--- config.mk ---
export PLATFORM = sky130hd
export DESIGN_NAME = lcd_hex_writer
export DESIGN_NICKNAME = d
export VERILOG_FILES = /design/src/rtl/lcd_pkg.sv /design/src/rtl/lcd_byte_tx.sv /design/src/rtl/lcd_hex_writer.sv
export SDC_FILE = /design/constraint.sdc
export NUM_CORES = 1
export LEC_CHECK = 0
export CAP_MARGIN = 25
export CORE_UTILIZATION = 40
export DETAILED_ROUTE_END_ITERATION = 6
export PLACE_DENSITY_LB_ADDON = 0.3
export SETUP_SLACK_MARGIN = 0.4
export SLEW_MARGIN = 30
export SYNTH_ARGS = -nofsm -noshare
export SYNTH_HDL_FRONTEND = slang
export SYNTH_SLANG_ARGS = --single-unit
--- constraint.sdc ---
create_clock -name clk -period 8.9 [get_ports clk]
set_input_delay 1.335 -clock clk [delete_from_list [all_inputs] [get_ports clk]]
set_output_delay 1.335 -clock clk [all_outputs]
set_load 0.1 [all_outputs]
--- src/rtl/lcd_pkg.sv ---
// Shared constants, state encodings and character helpers for the
// HD44780-style hex writer.
package lcd_pkg;

  localparam logic [7:0] LCD_FUNC_8BIT_2LINE = 8'h38;
  localparam logic [7:0] LCD_DISP_ON         = 8'h0C;
  localparam logic [7:0] LCD_ENTRY_INC       = 8'h06;
  localparam logic [7:0] LCD_CLEAR           = 8'h01;
  localparam logic [7:0] LCD_LINE1           = 8'h80;
  localparam logic [7:0] LCD_LINE2           = 8'hC0;

  typedef enum logic [2:0] {
    ST_POWERUP, ST_INIT, ST_IDLE, ST_ADDR1, ST_CHARS, ST_ADDR2, ST_FINISH
  } lcd_state_e;

  typedef enum logic [1:0] {
    TX_IDLE, TX_SETUP, TX_PULSE, TX_HOLD
  } tx_phase_e;

  function automatic logic [7:0] nibble_ascii(input logic [3:0] nib);
    if (nib < 4'd10) begin
      return 8'h30 + {4'h0, nib};
    end else begin
      return 8'h57 + {4'h0, nib};
    end
  endfunction

  // Character idx (0 = most significant nibble) of a 128-bit word.
  function automatic logic [7:0] char_at(input logic [127:0] v, input logic [4:0] idx);
    logic [6:0] sh;
    sh = {5'd31 - idx, 2'b00};
    return nibble_ascii(4'(v >> sh));
  endfunction

  function automatic logic [7:0] init_cmd(input logic [1:0] step);
    case (step)
      2'd0:    return LCD_FUNC_8BIT_2LINE;
      2'd1:    return LCD_DISP_ON;
      2'd2:    return LCD_ENTRY_INC;
      default: return LCD_CLEAR;
    endcase
  endfunction

endpackage

--- src/rtl/lcd_byte_tx.sv ---
// One LCD bus byte: setup, enable pulse, then hold rs/data until the
// controller's execution time has passed.
module lcd_byte_tx
  import lcd_pkg::*;
#(
  parameter int unsigned SETUP_CYCLES   = 2,
  parameter int unsigned E_PULSE_CYCLES = 12,
  parameter int unsigned CMD_CYCLES     = 2000,
  parameter int unsigned CLEAR_CYCLES   = 82000
) (
  input  logic       clk,
  input  logic       rst,
  input  logic       req,
  input  logic       rs_in,
  input  logic [7:0] byte_in,
  input  logic       is_clear,
  output logic       ack,
  output logic       lcd_e,
  output logic       lcd_rs,
  output logic [7:0] data
);

  localparam int unsigned M1 = (CLEAR_CYCLES > CMD_CYCLES) ? CLEAR_CYCLES : CMD_CYCLES;
  localparam int unsigned M2 = (M1 > E_PULSE_CYCLES) ? M1 : E_PULSE_CYCLES;
  localparam int unsigned M3 = (M2 > SETUP_CYCLES) ? M2 : SETUP_CYCLES;
  localparam int unsigned CW = $clog2(M3 + 1);

  tx_phase_e     r_phase;
  logic [CW-1:0] r_cnt;
  logic          r_clear;
  logic          r_e;
  logic          r_rs;
  logic [7:0]    r_data;

  // The hold is cut two clocks short: ack reaches the sequencer, which
  // registers the next request, so the next byte lands exactly when the
  // full wait has elapsed.
  always_ff @(posedge clk or posedge rst) begin
    if (rst) begin
      r_phase <= TX_IDLE;
      r_cnt   <= '0;
      r_clear <= 1'b0;
      r_e     <= 1'b0;
      r_rs    <= 1'b0;
      r_data  <= 8'h00;
    end else begin
      case (r_phase)
        TX_IDLE: begin
          if (req) begin
            r_data  <= byte_in;
            r_rs    <= rs_in;
            r_clear <= is_clear;
            r_cnt   <= CW'(SETUP_CYCLES - 1);
            r_phase <= TX_SETUP;
          end
        end
        TX_SETUP: begin
          if (r_cnt == '0) begin
            r_e     <= 1'b1;
            r_cnt   <= CW'(E_PULSE_CYCLES - 1);
            r_phase <= TX_PULSE;
          end else begin
            r_cnt <= r_cnt - 1'b1;
          end
        end
        TX_PULSE: begin
          if (r_cnt == '0) begin
            r_e     <= 1'b0;
            r_cnt   <= r_clear ? CW'(CLEAR_CYCLES - 2) : CW'(CMD_CYCLES - 2);
            r_phase <= TX_HOLD;
          end else begin
            r_cnt <= r_cnt - 1'b1;
          end
        end
        TX_HOLD: begin
          if (r_cnt == '0) begin
            r_phase <= TX_IDLE;
          end else begin
            r_cnt <= r_cnt - 1'b1;
          end
        end
        default: r_phase <= TX_IDLE;
      endcase
    end
  end

  assign ack    = (r_phase == TX_HOLD) && (r_cnt == '0);
  assign lcd_e  = r_e;
  assign lcd_rs = r_rs;
  assign data   = r_data;

endmodule

--- src/rtl/lcd_hex_writer.sv ---
// Initialises a 16x2 character LCD and writes a 128-bit word to it as
// 32 lowercase hex characters, line 1 then line 2.
module lcd_hex_writer
  import lcd_pkg::*;
#(
  parameter int unsigned POWERUP_CYCLES = 1000000,
  parameter int unsigned SETUP_CYCLES   = 2,
  parameter int unsigned E_PULSE_CYCLES = 12,
  parameter int unsigned CMD_CYCLES     = 2000,
  parameter int unsigned CLEAR_CYCLES   = 82000
) (
  input  logic         clk,
  input  logic         rst,
  input  logic         start,
  input  logic [127:0] value,
  output logic         busy,
  output logic         done,
  output logic         lcd_rw,
  output logic         lcd_e,
  output logic         lcd_rs,
  output logic [7:0]   data
);

  localparam int unsigned PU_W = $clog2(POWERUP_CYCLES + 1);

  lcd_state_e      r_state;
  logic [PU_W-1:0] r_pu_cnt;
  logic [1:0]      r_step;
  logic [4:0]      r_idx;
  logic [127:0]    r_shadow;
  logic            r_busy;
  logic            r_done;
  logic            r_req;
  logic            r_tx_rs;
  logic [7:0]      r_tx_byte;

  logic            w_ack;
  logic            w_tx_clear;
  logic [4:0]      w_next_idx;
  logic [7:0]      w_next_char;

  assign w_tx_clear  = (r_tx_byte == LCD_CLEAR) && !r_tx_rs;
  assign w_next_char = char_at(r_shadow, w_next_idx);

  // Index of the character that follows the byte now on the bus.
  always_comb begin
    w_next_idx = r_idx + 5'd1;
    case (r_state)
      ST_ADDR1: w_next_idx = 5'd0;
      ST_ADDR2: w_next_idx = 5'd16;
      default:  w_next_idx = r_idx + 5'd1;
    endcase
  end

  // Sequencer: power-up delay, init commands, then address + characters.
  always_ff @(posedge clk or posedge rst) begin
    if (rst) begin
      r_state   <= ST_POWERUP;
      r_pu_cnt  <= '0;
      r_step    <= 2'd0;
      r_idx     <= 5'd0;
      r_shadow  <= '0;
      r_busy    <= 1'b1;
      r_done    <= 1'b0;
      r_req     <= 1'b0;
      r_tx_rs   <= 1'b0;
      r_tx_byte <= 8'h00;
    end else begin
      r_req  <= 1'b0;
      r_done <= 1'b0;
      case (r_state)
        ST_POWERUP: begin
          if (r_pu_cnt == PU_W'(POWERUP_CYCLES - 1)) begin
            r_pu_cnt  <= '0;
            r_step    <= 2'd0;
            r_state   <= ST_INIT;
            r_req     <= 1'b1;
            r_tx_rs   <= 1'b0;
            r_tx_byte <= LCD_FUNC_8BIT_2LINE;
          end else begin
            r_pu_cnt <= r_pu_cnt + 1'b1;
          end
        end
        ST_INIT: begin
          if (w_ack) begin
            if (r_step == 2'd3) begin
              r_state <= ST_IDLE;
            end else begin
              r_step    <= r_step + 2'd1;
              r_req     <= 1'b1;
              r_tx_byte <= init_cmd(r_step + 2'd1);
            end
          end
        end
        ST_IDLE: begin
          // busy drops one clock after entry, so a start coinciding with
          // done (or with the last init byte finishing) is ignored.
          r_busy <= 1'b0;
          if (start && !r_busy) begin
            r_shadow  <= value;
            r_busy    <= 1'b1;
            r_state   <= ST_ADDR1;
            r_req     <= 1'b1;
            r_tx_rs   <= 1'b0;
            r_tx_byte <= LCD_LINE1;
          end
        end
        ST_ADDR1: begin
          if (w_ack) begin
            r_idx     <= 5'd0;
            r_state   <= ST_CHARS;
            r_req     <= 1'b1;
            r_tx_rs   <= 1'b1;
            r_tx_byte <= w_next_char;
          end
        end
        ST_CHARS: begin
          if (w_ack) begin
            if (r_idx == 5'd15) begin
              r_state   <= ST_ADDR2;
              r_req     <= 1'b1;
              r_tx_rs   <= 1'b0;
              r_tx_byte <= LCD_LINE2;
            end else if (r_idx == 5'd31) begin
              r_state <= ST_FINISH;
            end else begin
              r_idx     <= w_next_idx;
              r_req     <= 1'b1;
              r_tx_rs   <= 1'b1;
              r_tx_byte <= w_next_char;
            end
          end
        end
        ST_ADDR2: begin
          if (w_ack) begin
            r_idx     <= 5'd16;
            r_state   <= ST_CHARS;
            r_req     <= 1'b1;
            r_tx_rs   <= 1'b1;
            r_tx_byte <= w_next_char;
          end
        end
        ST_FINISH: begin
          r_done  <= 1'b1;
          r_state <= ST_IDLE;
        end
        default: r_state <= ST_POWERUP;
      endcase
    end
  end

  lcd_byte_tx #(
    .SETUP_CYCLES  (SETUP_CYCLES),
    .E_PULSE_CYCLES(E_PULSE_CYCLES),
    .CMD_CYCLES    (CMD_CYCLES),
    .CLEAR_CYCLES  (CLEAR_CYCLES)
  ) u_tx (
    .clk     (clk),
    .rst     (rst),
    .req     (r_req),
    .rs_in   (r_tx_rs),
    .byte_in (r_tx_byte),
    .is_clear(w_tx_clear),
    .ack     (w_ack),
    .lcd_e   (lcd_e),
    .lcd_rs  (lcd_rs),
    .data    (data)
  );

  assign busy   = r_busy;
  assign done   = r_done;
  assign lcd_rw = 1'b0;

endmodule

==> results.toml <==
[placement]
gp_congestion = 0.8422
place_inst = 1321
port_buffers = 142
place_hpwl_um = 17090

[power]
p_int_w = 0.001410
p_seq_share_pct = 50.2
p_clk_share_pct = 45.2
leakage_nw = 5.591
sw_frac_of_total_pct = 22.04
ir_drop_v = 0.0001139
power_per_cell_area_nw_per_um2 = 146.8
p_sw_w = 0.0003986
total_power_w = 0.001809
pwr-share-comb_pct = 4.6

[global_route]
grt_usage_pct = 19.28
grt_pass1_wl_um = 39210
grt_pass1_vias = 7313
antenna_found_initial = 0
grt_max_degree = 128
grt_overflow = 0

[timing]
fmax_mhz = 229.9
hold_viol = 0
period_needed_ns = 4.350
drv_slew = 0
rsz0062_at_grt = "false"
timing.setup.tns_ns = 0
clock_skew_ns = 0.01177
period_share_pct = 48.87
slew_headroom_pct = 34.49
setup_viol = 0
worst_pin_slew_ns = 0.9827

[logic_synthesis]
synthesis.area_um2 = 9993
synth_flop_cell = "dfrtp_1"
yosys_warnings = 0
synthTopCellsByArea = "dfrtp_1, mux2_2, nand2_1"
syn_nets = 1042
synthCells = 896
yosys.area.top_type = "dfrtp_1"
synthArstFlopShare_pct = 100.0
synth.distinct_cells = 73
synth_edf_count = 0
syn_area_per_cell_um2 = 11.15
synth_top_area_share_pct = 49.83
ys_seq_area_share_pct = 50.09
ys_seq_elements = 200

[route]
wl_met1_um = 11180
drt-total-wl_um = 24010
drtAntennaViolNets = 0
detail_route.first_pass.iterations = 5
avgRoutedWirePerCell_um = 17.75
met2WireLength_um = 11620
route.met3.wl_um = 949
via_count = 7291
dr.first_iter.drc_count = 452
via_per_inst = 5.389
dr.max_layer_used = "met4"
drc = 0

[final_layout]
area_growth_pct = 23.24
fin_util_pct = 50.49
fin_cells = 1353
final_common_cell = "dfrtp_1"
layout_common_cells = "dfrtp_1, clkdlybuf4s50_1, mux2_2"
fin_nets = 1162
diodes = 0
drive_above_1_share_pct = 20.21

[critical_path]
path_buf_inv = 3
critPathKind = "flip-flop to flip-flop"
required_ns = 9.25
crit_path_top_delay_cell = "ha_1"
path_max_fanout = 42
startpoint_type = "flip-flop"
cpLargestDelayFamily = "compound AO/OA/AOI/OAI gates"
endpoint_kind = "flip-flop"
cp.arrival_ns = 4.70
critPathMaxStageDelay_ns = 1.02
crit_chain = "buf_4, ha_1, inv_1, a21oi_1, a22oi_1, o2111ai_1, o22ai_1, a32oi_2, inv_1, ha_1, a211o_1, o211ai_1"

[run_status]
status = "completed"

[floorplan]
dieArea_um2 = 25620
core-area_um2 = 24390
placementRows = 57
die-width_um = 160.1
initial_core_util_pct = 40.97
chipHeight_um = 160.1
pin_count = 144

[clock_network]
numCtsBuffers = 17
insertion_delay_ns = 0.43
postCtsHoldBufs = 0
htreeDepth = 4
post_cts_resized = 0
post-cts-setup-buffer-count = 0
cts_tree = "yes"
cts.sinks = 200
root_buffer = "clkbuf_16"
cts.reportedPaths.clkPinSlew_ns = 0.08
clk_path_buf_depth = 2

[worst_hold_path]
hold_class = "flip-flop to flip-flop"

[flow_run]
drv_cap = 0
flip-flops by register name (all words and copies together), names as in the netlist, 2 cells and up:
register / count
r_tx_byte: 8
u_tx.data: 8
u_tx.r_cnt: 17
r_idx: 5
r_state: 3
r_pu_cnt: 20
r_shadow: 128
r_step: 2
u_tx.r_phase: 2
worst min-delay path, stage by stage, from the launching register on:
cell and delay [ns]:
dfstp_2 0.38, nand2_1 0.05, nand2_1 0.05
final cells by class:
class	instances	area [um^2]
clock buffer	18	429.2
clock inverter	14	183.9
fill	2161	12080
inverter	19	83.83
multi-input combinational	630	4736
sequential	200	5007
tap	324	405.4
timing repair buffer	148	1470
path summary, 6_finish.rpt:
kind,cells past startpoint,slack (ns),start,endpoint
setup / recovery,12,4.55,r_idx[0]$_DFFE_PP0P_,r_tx_byte[1]$_DFFE_PP0P_
hold / removal,2,0.47,busy$_DFFE_PP1P_,busy$_DFFE_PP1P_
setup reg to reg,12,4.55,r_idx[0]$_DFFE_PP0P_,r_tx_byte[1]$_DFFE_PP0P_
hold reg to reg,2,0.47,busy$_DFFE_PP1P_,busy$_DFFE_PP1P_
max in group asynchronous,3,6.45,rst,r_shadow[46]$_DFFE_PP0P_
min in group asynchronous,2,1.39,rst,r_pu_cnt[12]$_DFFE_PP0P_
cells by family after synthesis:
logic type | Yosys count | share of synthesized area (%)
adder cells (fa/ha/maj) | 15 | 1.878
AND/OR/NAND/NOR | 250 | 11.98
buffers and inverters | 66 | 2.892
other | 1 | 0.03753
XOR/XNOR | 29 | 2.692
AO/OA/AOI/OAI | 176 | 11.61
flip-flops | 200 | 50.09
multiplexers | 159 | 18.82
power by group through the flow:
| stage | Combinational, W | Clock, W | Sequential, W |
|---|---|---|---|
| after global placement | 0.0000861 | 0 | 0.000926 |
| after floorplan | 0.0000160 | 0 | 0.000926 |
| after global routing | 0.0000904 | 0.000866 | 0.000908 |
| final | 0.0000831 | 0.000817 | 0.000908 |
| after detailed placement | 0.0000853 | 0 | 0.000926 |
| after CTS | 0.0000856 | 0.000829 | 0.000908 |
cell usage after synthesis (3+ instances only):
library cell and count:
dfrtp_1 199, mux2_2 141, nand2_1 84, nor2_1 63, o21ai_0 55, a21oi_1 33, clkbuf_1 29, xnor2_1 20
inv_1 18, nor3_1 18, ha_1 15, nand3_1 15, and3_1 13, nand2b_1 12, a31oi_1 10, nor2b_1 10
buf_2 9, mux2i_1 9, mux4_2 9, o22ai_1 8, nand4_1 7, or3_1 7, xor2_1 7, buf_4 6
o211ai_1 6, a211o_1 5, a211oi_1 5, o31ai_1 5, a32o_1 4, o21bai_1 4, o221ai_1 4, a21o_1 3
a22oi_1 3, a311oi_1 3, nor3b_1 3, nor4_1 3, o21ai_1 3, or4_1 3
stage by stage:
step | instance area (um^2) | setup slack [ns] | hold slack, ns
floorplan | 9993 | 2.113 | 0.4582
finish | 12320 | 4.550 | 0.4699
detailed placement | 11690 | 4.655 | 0.4587
global route | 12320 | 4.236 | 0.5087
CTS | 12310 | 4.629 | 0.4709
global placement | 11690 | 4.747 | 0.4608
layer usage:
metal  vias to the layer above  track usage, %
li1                       3469               -
met1                      3638           26.69
met2                       170           31.36
met3                        14           3.818
met4                         0           4.026
met5                         -               0
No activity file was read; power rests on OpenSTA's default activity.
